File: config.mk
export PLATFORM = sky130hd
export DESIGN_NAME = div_unit
export DESIGN_NICKNAME = d
export VERILOG_FILES = /design/src/rtl/div_unit_pkg.sv /design/src/rtl/div_abs_fix.sv /design/src/rtl/div_unit.sv
export SDC_FILE = /design/constraint.sdc
export NUM_CORES = 1
export LEC_CHECK = 0
export ABC_AREA = 1
export CAP_MARGIN = 40
export CORE_UTILIZATION = 50
export DETAILED_ROUTE_END_ITERATION = 16
export PLACE_DENSITY = 0.71
export SLEW_MARGIN = 15
export SYNTH_ARGS = -nofsm -noshare
export SYNTH_HDL_FRONTEND = slang
export SYNTH_HIERARCHICAL = 1
export SYNTH_SLANG_ARGS = --single-unit
export TNS_END_PERCENT = 100
File: constraint.sdc
create_clock -name cpu_clk_50M -period 4.1 [get_ports cpu_clk_50M]
set_clock_uncertainty 0.05 [all_clocks]
set_input_delay 1.23 -clock cpu_clk_50M [delete_from_list [all_inputs] [get_ports cpu_clk_50M]]
set_output_delay 1.23 -clock cpu_clk_50M [all_outputs]
set_load 0.1 [all_outputs]
File: src/rtl/div_unit_pkg.sv
// Shared encodings for the EXE-stage divider: FSM states, stall and ready levels, reset level.
package div_unit_pkg;

  typedef enum logic [1:0] {
    DIV_FREE   = 2'b00,
    DIV_BYZERO = 2'b01,
    DIV_ON     = 2'b10,
    DIV_END    = 2'b11
  } div_state_e;

  localparam logic STOP                 = 1'b1;
  localparam logic NOSTOP               = 1'b0;
  localparam logic RST_ENABLE           = 1'b0;
  localparam logic DIV_START            = 1'b1;
  localparam logic DIV_STOP             = 1'b0;
  localparam logic DIV_RESULT_READY     = 1'b1;
  localparam logic DIV_RESULT_NOT_READY = 1'b0;
  localparam int   DOUBLE_REG_BUS_W     = 64;

endpackage

File: src/rtl/div_abs_fix.sv
// Conditional two's-complement negate; used for operand magnitude and result sign fixup.
module div_abs_fix #(
  parameter int W = 32
) (
  input  logic [W-1:0] data_i,
  input  logic         neg_i,
  output logic [W-1:0] data_o
);

  assign data_o = neg_i ? (~data_i + W'(1)) : data_i;

endmodule

File: src/rtl/div_unit.sv
// Multi-cycle radix-2 restoring divider (DIV/DIVU) with pipeline stall request.
// Optional macro DIV_EARLY_OUT_EN: finish in one cycle when |dividend| < |divisor|.
module div_unit
  import div_unit_pkg::*;
#(
  parameter int DATA_W = 32,
  parameter int CNT_W  = 6
) (
  input  logic                  cpu_clk_50M,
  input  logic                  cpu_rst_n,
  input  logic                  start_i,
  input  logic                  annul_i,
  input  logic                  signed_div_i,
  input  logic [DATA_W-1:0]     opdata1_i,
  input  logic [DATA_W-1:0]     opdata2_i,
  output logic [2*DATA_W-1:0]   result_o,
  output logic                  ready_o,
  output logic                  stallreq_o
);

  div_state_e                state_q, state_d;
  logic [CNT_W-1:0]          cnt_q, cnt_d;
  logic [DATA_W-1:0]         rem_q, rem_d;
  logic [DATA_W-1:0]         quo_q, quo_d;
  logic [DATA_W-1:0]         dvs_q, dvs_d;
  logic                      negq_q, negq_d;
  logic                      negr_q, negr_d;
  logic [2*DATA_W-1:0]       result_q, result_d;
  logic                      ready_q, ready_d;

  logic                      sign1, sign2;
  logic [DATA_W-1:0]         abs1, abs2;
  logic [DATA_W:0]           shifted, trial;
  logic [DATA_W-1:0]         step_rem, step_quo;
  logic [DATA_W-1:0]         fix_rem, fix_quo;
  logic                      last_step;

  assign sign1 = signed_div_i & opdata1_i[DATA_W-1];
  assign sign2 = signed_div_i & opdata2_i[DATA_W-1];

  div_abs_fix #(.W(DATA_W)) u_abs1 (.data_i(opdata1_i), .neg_i(sign1), .data_o(abs1));
  div_abs_fix #(.W(DATA_W)) u_abs2 (.data_i(opdata2_i), .neg_i(sign2), .data_o(abs2));

  // Remainder is always below the divisor, so a (DATA_W+1)-bit difference
  // has its MSB set exactly when the trial subtraction goes negative.
  assign shifted   = {rem_q, quo_q[DATA_W-1]};
  assign trial     = shifted - {1'b0, dvs_q};
  assign step_rem  = trial[DATA_W] ? shifted[DATA_W-1:0] : trial[DATA_W-1:0];
  assign step_quo  = {quo_q[DATA_W-2:0], ~trial[DATA_W]};
  assign last_step = (cnt_q == CNT_W'(DATA_W - 1));

  div_abs_fix #(.W(DATA_W)) u_fix_quo (.data_i(step_quo), .neg_i(negq_q), .data_o(fix_quo));
  div_abs_fix #(.W(DATA_W)) u_fix_rem (.data_i(step_rem), .neg_i(negr_q), .data_o(fix_rem));

  // NOTE: every signal driven here gets a default first so no latch is inferred.
  always_comb begin
    state_d    = state_q;
    cnt_d      = cnt_q;
    rem_d      = rem_q;
    quo_d      = quo_q;
    dvs_d      = dvs_q;
    negq_d     = negq_q;
    negr_d     = negr_q;
    result_d   = result_q;
    ready_d    = ready_q;
    stallreq_o = NOSTOP;

    unique case (state_q)
      DIV_FREE: begin
        if (start_i == DIV_START && !annul_i) begin
          stallreq_o = STOP;
          if (opdata2_i == '0) begin
            state_d = DIV_BYZERO;
          end else begin
            state_d = DIV_ON;
            rem_d   = '0;
            quo_d   = abs1;
            dvs_d   = abs2;
            negq_d  = sign1 ^ sign2;
            negr_d  = sign1;
            cnt_d   = '0;
`ifdef DIV_EARLY_OUT_EN
            if (abs1 < abs2) begin
              state_d  = DIV_END;
              result_d = {opdata1_i, {DATA_W{1'b0}}};
              ready_d  = DIV_RESULT_READY;
            end
`endif
          end
        end
      end

      DIV_ON: begin
        stallreq_o = STOP;
        if (annul_i) begin
          state_d = DIV_FREE;
        end else begin
          rem_d = step_rem;
          quo_d = step_quo;
          cnt_d = cnt_q + CNT_W'(1);
          if (last_step) begin
            result_d = {fix_rem, fix_quo};
            ready_d  = DIV_RESULT_READY;
            state_d  = DIV_END;
          end
        end
      end

      DIV_BYZERO: begin
        stallreq_o = STOP;
        if (annul_i) begin
          state_d = DIV_FREE;
        end else begin
          result_d = '0;
          ready_d  = DIV_RESULT_READY;
          state_d  = DIV_END;
        end
      end

      DIV_END: begin
        if (start_i == DIV_STOP || annul_i) begin
          state_d = DIV_FREE;
          ready_d = DIV_RESULT_NOT_READY;
        end
      end

      default: state_d = DIV_FREE;
    endcase
  end

  // NOTE: sequential state uses non-blocking assignments so all registers update together.
  always_ff @(posedge cpu_clk_50M) begin
    if (cpu_rst_n == RST_ENABLE) begin
      state_q  <= DIV_FREE;
      cnt_q    <= '0;
      rem_q    <= '0;
      quo_q    <= '0;
      dvs_q    <= '0;
      negq_q   <= 1'b0;
      negr_q   <= 1'b0;
      result_q <= '0;
      ready_q  <= DIV_RESULT_NOT_READY;
    end else begin
      state_q  <= state_d;
      cnt_q    <= cnt_d;
      rem_q    <= rem_d;
      quo_q    <= quo_d;
      dvs_q    <= dvs_d;
      negq_q   <= negq_d;
      negr_q   <= negr_d;
      result_q <= result_d;
      ready_q  <= ready_d;
    end
  end

  assign result_o = result_q;
  assign ready_o  = ready_q;

endmodule

==> flow_summary_export.csv, run 1 <==
group,metric,value,unit
critical_path,cp_cell_sequence,"clkdlybuf4s50_1, inv_1, nand2_1, nor2_1, inv_1, a21oi_2, buf_12",
synth,yosysSeqAreaShare,0.236,
cells_and_area,layout.nets,2788,
power_and_ir_drop,power.density,559,nW/um^2
timing,min_period,3730,ps
hold_path,hp-class,"reg2reg",
timing,setup_viol,0,
synth,ys_async_sr_fraction,0,
outcome,status,"finished, final reports clean",
critical_path,worstReg2RegStart,"quo_q[31]$_SDFFE_PN0P_",
route,drt-pass1-iter-count,6,
critical_path,end_kind,"output pin",
timing,rsz0062_at_grt,"no",
cells_and_area,layout-drive-gt1-share,0.0959,
place,gp_congestion,0.957,
synth,synth_cell_types,43,
global_route,grt_usage,0.318,
cells_and_area,multi_input_area,9460,sq um
route,wl_per_cell,15.1,um
synth,synth_edf_count,0,
clocking,postCtsSetupRepairBufs,0,
timing,slew_viol_final,0,
synth,synth_common_cells,"nand2_1, inv_1, nor2_1",
cells_and_area,syn2layout_area_growth,22.9,%
global_route,grt_pass1_vias,14600,
hold_path,worstHoldStart,"result_o[1]$_SDFFE_PN0P_",
synth,synth_ff_type,"dfxtp_1",
critical_path,required,2820,ps
timing,hold_ws,414,ps
clocking,numCtsBuffers,17,
critical_path,path_max_fanout,5,
route,vias,16000,
route,route.detailed.drc,0,
critical_path,crit_start,"annul_i",
critical_path,cp_slowest_stage_delay,500,ps
place,io_buffers,134,
synth,synthTopCellsByArea,"nand2_1, dfxtp_1, inv_1",
synth,yosys_warnings,6,
synth,synthMostInstantiatedCell,"nand2_1",
power_and_ir_drop,power,9.96,mW
floorplan,die_h,172,um
synth,synthesis.area,14500,sq um
clocking,path_clk_slew,80,ps
place,dp_hpwl,37400,um
global_route,antenna_found_initial,3,
critical_path,critPathKind,"in2out",
timing,hold_violations,0,
global_route,grt_overflow_total,0,
route,vias_per_cell,5.23,
floorplan,placementRows,61,
synth,synthCells,2519,
power_and_ir_drop,p_leak,8.52,nW
critical_path,cp_top_family,"buffers and inverters",
route,ant_nets,0,
floorplan,core_area,28200,sq um
floorplan,start_util,0.515,
clocking,cts_tree,"built",
clocking,ctsResizeCount,0,
synth,synth_seq_cells,171,
timing,fmax,268,MHz
synth,synth_top_area_cell,"nand2_1",
cells_and_area,seq_area,3420,sq um
route,routed_wl,46200,um
floorplan,dieArea,29700,sq um
floorplan,num_io_pins,135,
route,drt_iter0_drc,1430,
synth,synth.top_cell.area_share,0.248,
timing,slew-limit-headroom,0.405,
timing,setup_ws,370,ps
clocking,htreeDepth,4,
timing,finalCritPeriodShare,0.910,
critical_path,slowest_stage,"clkdlybuf4s50_1",
job,drv_cap,0,
floorplan,die_w,172,um
critical_path,crit_top_cell,"inv_1",
clocking,ctsHoldBuffers,0,
cells_and_area,nFillCells,2617,
global_route,grt_max_degree,70,
clocking,cts.sinks,171,
critical_path,start_kind,"input pin",
critical_path,cp_num_buf_inv,4,
global_route,grt_pass1_wl,73800,um
cells_and_area,fin_util,0.632,
clocking,cts_root_buf,"clkbuf_16",
synth,syn-num-nets,2631,
clocking,clock_path_buffers,2,
synth,avgSynthCellArea,5.75,sq um
critical_path,worstPathArrival,2450,ps
timing,tightest_slew,891,ps
clocking,clock_latency,440,ps
place,place_ws,138,ps
timing,fin_tns_setup,0,ps
power_and_ir_drop,irDropWorstVdd,0.000622,V
path summary, 6_finish.rpt:
path | endpoint | slack, ps | cells past startpoint
setup / recovery | stallreq_o | 370 | 7
hold / removal | result_o[1]$_SDFFE_PN0P_ | 410 | 2
setup reg to reg | result_o[48]$_SDFFE_PN0P_ | 430 | 23
hold reg to reg | result_o[1]$_SDFFE_PN0P_ | 410 | 2
cells in the final DEF (no fill, tap or decap), types with 11 or more instances in the layout:
cell	instances
nor2_4	30
nand2_1	958
nand3_1	186
nand2_2	33
clkdlybuf4s50_1	133
nor2_1	232
xor2_1	23
clkbuf_16	17
buf_8	56
buf_4	19
and2_1	30
nor2_2	34
o21ai_0	67
dfxtp_1	171
nand4_1	18
xnor2_1	50
buf_16	11
inv_1	293
a21oi_1	188
ha_1	42
through the flow:
step                      area (sq um)  std cells
after floorplan                  14500       2519
after global placement           16100       2968
after detailed placement         17200       3035
after CTS                        17800       3067
after global routing             17800       3067
final                            17800       3068
worst reg2reg max path, stage by stage (launching register included):
cell and delay, ps:
dfxtp_1 310, inv_1 80, ha_1 140, inv_1 70
fa_1 430, nand2_1 90, nand2_1 90, nand3_2 90
nand2_2 90, nand2_2 70, nand2_2 70, nand2_2 90
nand3_1 130, nand2_4 320, nand2_1 120, and2_1 200
inv_1 80, ha_1 200, nand2_2 110, o21ai_2 240
nand2_1 100, xor2_1 160, nand3_1 90, a21oi_1 170
layout make-up:
cell class              count  share of cell area
diodes                      1            0.000141
clock buffers              18              0.0241
clock inverters            14             0.00850
inverters                 307              0.0660
multi-input cells        1956               0.531
flip-flops and latches    171               0.192
well taps                 378              0.0266
repair buffers            223               0.151
logic make-up (layout without fill, tap and decap cells):
family,Yosys count,count (layout),share of synthesized area
and+or+nand+nor,1555,1555,0.466
buffers and inverters,392,562,0.112
AOI/OAI and AO/OA,285,285,0.104
DFF,171,171,0.236
xor gates and xnor gates,73,73,0.0441
adders and majority gates,43,43,0.0376
other,0,1,0
state kept, by name, summed over array words and instances (netlist names):
register,count
cnt_q,6
dvs_q,32
negq_q,1
negr_q,1
quo_q,32
ready_o,1
rem_q,32
result_o,64
state_q,2
layer usage:
layer	vias to the layer above	wire [um]	GRT usage
li1	8166	-	-
met4	4	1610	0.125
met2	552	20200	0.503
met5	-	27	0
met3	101	3260	0.0476
met1	7217	21100	0.430
report_power, final:
part	switching, mW	total, mW	leakage, nW	internal (mW)
Combinational	4.21	6.21	6.86	2.00
Clock	0.764	1.63	0.276	0.862
Sequential	0.244	2.13	1.39	1.89
Total	5.22	9.96	8.52	4.75
No activity file was read; power rests on OpenSTA's default activity.
==> run 2: changes to the inputs <==
--- a/config.mk
+++ b/config.mk
@@ -7,6 +7,7 @@
 export LEC_CHECK = 0
 export ABC_AREA = 1
 export CAP_MARGIN = 40
+export CORE_ASPECT_RATIO = 0.8
 export CORE_UTILIZATION = 50
 export DETAILED_ROUTE_END_ITERATION = 16
 export PLACE_DENSITY = 0.71
==> run 2 against run 1 <==
Net effect: sequential share of layout area increased by 0.17 points; utilization decreased by 0.98 points; final cell count decreased by 0.52%.
==> flow_summary_export.csv, run 2 (same netlist as run 1, synthesis figures left out) <==
group,metric,value,unit
outcome,status,"finished, final reports clean",
cells_and_area,layout_common_cells,"nand2_1, inv_1, nor2_1",
clocking,cts_root_buf,"clkbuf_16",
floorplan,core_area,28400,sq um
timing,min_period,3730,ps
global_route,grt_pass1_vias,13700,
power_and_ir_drop,power.net_switching,5.08,mW
power_and_ir_drop,p_leak,8.46,nW
global_route,grt_pass1_wl,70300,um
clocking,clock_latency,440,ps
route,drt-pass1-iter-count,5,
critical_path,cp_num_buf_inv,4,
power_and_ir_drop,power.internal,4.77,mW
route,vias,15600,
critical_path,cp_top_family,"buffers and inverters",
place,dp_hpwl,35100,um
timing,finalCritPeriodShare,0.910,
global_route,grt_overflow_total,0,
place,gp_congestion,0.944,
timing,tightest_slew,622,ps
critical_path,end_kind,"output pin",
critical_path,crit_start,"annul_i",
timing,rsz0062_at_grt,"no",
critical_path,worstReg2RegStart,"quo_q[31]$_SDFFE_PN0P_",
cells_and_area,layout_commonest_cell,"nand2_1",
cells_and_area,nFillCells,2753,
power_and_ir_drop,power,9.86,mW
power_and_ir_drop,combPwrFrac,0.616,
cells_and_area,fin_util,0.623,
job,drv_cap,0,
cells_and_area,multi_input_area,9460,sq um
global_route,grt_max_degree,66,
timing,setup_viol,0,
floorplan,dieArea,29700,sq um
power_and_ir_drop,swShare,0.516,
timing,slew_viol_final,0,
timing,fmax,268,MHz
timing,hold_violations,0,
critical_path,path_max_fanout,5,
floorplan,placementRows,55,
cells_and_area,n_antenna_cell,0,
clocking,cts.sinks,171,
critical_path,cp_slowest_stage_delay,490,ps
critical_path,required,2820,ps
route,wl_per_cell,14.3,um
route,route.detailed.drc,0,
floorplan,start_util,0.511,
route,routed_wl,43600,um
power_and_ir_drop,power_frac_clock,0.169,
cells_and_area,syn2layout_area_growth,21.8,%
clocking,ctsResizeCount,0,
critical_path,reg2reg_slack,400,ps
critical_path,start_kind,"input pin",
place,io_buffers,134,
power_and_ir_drop,p_seq_frac,0.214,
route,vias_per_cell,5.12,
critical_path,slowest_stage,"clkdlybuf4s50_1",
route,drt_iter0_drc,1222,
route,ant_nets,0,
clocking,path_clk_slew,60,ps
power_and_ir_drop,irDropWorstVdd,0.000607,V
floorplan,die_w,192,um
critical_path,cp_cell_sequence,"clkdlybuf4s50_1, inv_1, nand2_1, nor2_1, inv_1, a21oi_2, buf_12",
critical_path,reg2reg_depth,23,
clocking,numCtsBuffers,17,
floorplan,die_h,154,um
clocking,htreeDepth,4,
global_route,antenna_found_initial,0,
power_and_ir_drop,power.density,559,nW/um^2
cells_and_area,layout.nets,2782,
clocking,cts_tree,"built",
cells_and_area,seq_area,3420,sq um
critical_path,crit_top_cell,"inv_1",
clocking,clock_path_buffers,2,
timing,fin_tns_setup,0,ps
cells_and_area,layout-drive-gt1-share,0.0940,
clocking,postCtsSetupRepairBufs,0,
timing,slew-limit-headroom,0.586,
critical_path,path_depth,7,
critical_path,reg2reg_to,"result_o[48]$_SDFFE_PN0P_",
critical_path,worstPathArrival,2450,ps
clocking,ctsHoldBuffers,0,
critical_path,cp-endpoint,"stallreq_o",
hold_path,hp-class,"reg2reg",
critical_path,critPathKind,"in2out",
global_route,grt_usage,0.297,
cells_and_area,largest_reg_flops,64,
floorplan,num_io_pins,135,
-- run 2: changes by cell type in the layout (fill, tap and decap cells not counted), sizes merged --
cell | previous run | this run
diode | 1 | 0
clkinv | 5 | 4
bufinv | 1 | 2
inv | 312 | 311
buf | 90 | 84
-- run 2: routing by layer --
layer  track usage  share of wire  wire length [um]
met2         0.424           0.41             17800
met5             0              0                 0
met4        0.0559          0.010               437
met3        0.0467          0.067              2940
met1         0.462           0.51             22400
-- run 2: stage by stage --
step	std cells	cell area (sq um)	setup WS, ps	hold slack [ps]
CTS	3052	17600	358	416
global route	3052	17600	72.4	431
floorplan	2519	14500	438	383
global placement	2955	16000	391	400
finish	3052	17600	368	414
detailed placement	3021	17100	368	406
-- run 2: layout make-up --
cell class              instances  area share
clock buffers                  18      0.0249
repair buffers                217       0.144
flip-flops and latches        171       0.194
multi-input cells            1956       0.536
well taps                     370      0.0262
clock inverters                13     0.00886
inverters                     307      0.0666
-- run 2: how the worst min path moves through the flow --
stage | start | to | depth (start not counted)
2_1_floorplan | dvs_q[10]$_SDFFE_PN0P_ | dvs_q[10]$_SDFFE_PN0P_ | 2
3_3_place_gp | cnt_q[5]$_SDFFE_PN0P_ | cnt_q[5]$_SDFFE_PN0P_ | 2
3_5_place_dp | result_o[52]$_SDFFE_PN0P_ | result_o[52]$_SDFFE_PN0P_ | 2
4_1_cts | result_o[58]$_SDFFE_PN0P_ | result_o[58]$_SDFFE_PN0P_ | 2
5_1_grt | result_o[16]$_SDFFE_PN0P_ | result_o[16]$_SDFFE_PN0P_ | 2
6_report | result_o[58]$_SDFFE_PN0P_ | result_o[58]$_SDFFE_PN0P_ | 2
-- run 2: tightest hold or removal path: cells and delay by family, from the launching register on --
kind | cells | cell delay, ps
and+or+nand+nor | 1 | 60
DFF | 1 | 310
AOI/OAI and AO/OA | 1 | 50
-- run 2: power groups by stage --
stage / Sequential (mW) / Clock, mW / Combinational [mW]
floorplan: 2.53 / 0 / 4.02
global placement: 2.13 / 0 / 5.70
detailed placement: 2.14 / 0 / 5.97
CTS: 2.11 / 1.69 / 6.01
global route: 2.15 / 1.76 / 6.74
finish: 2.11 / 1.67 / 6.08
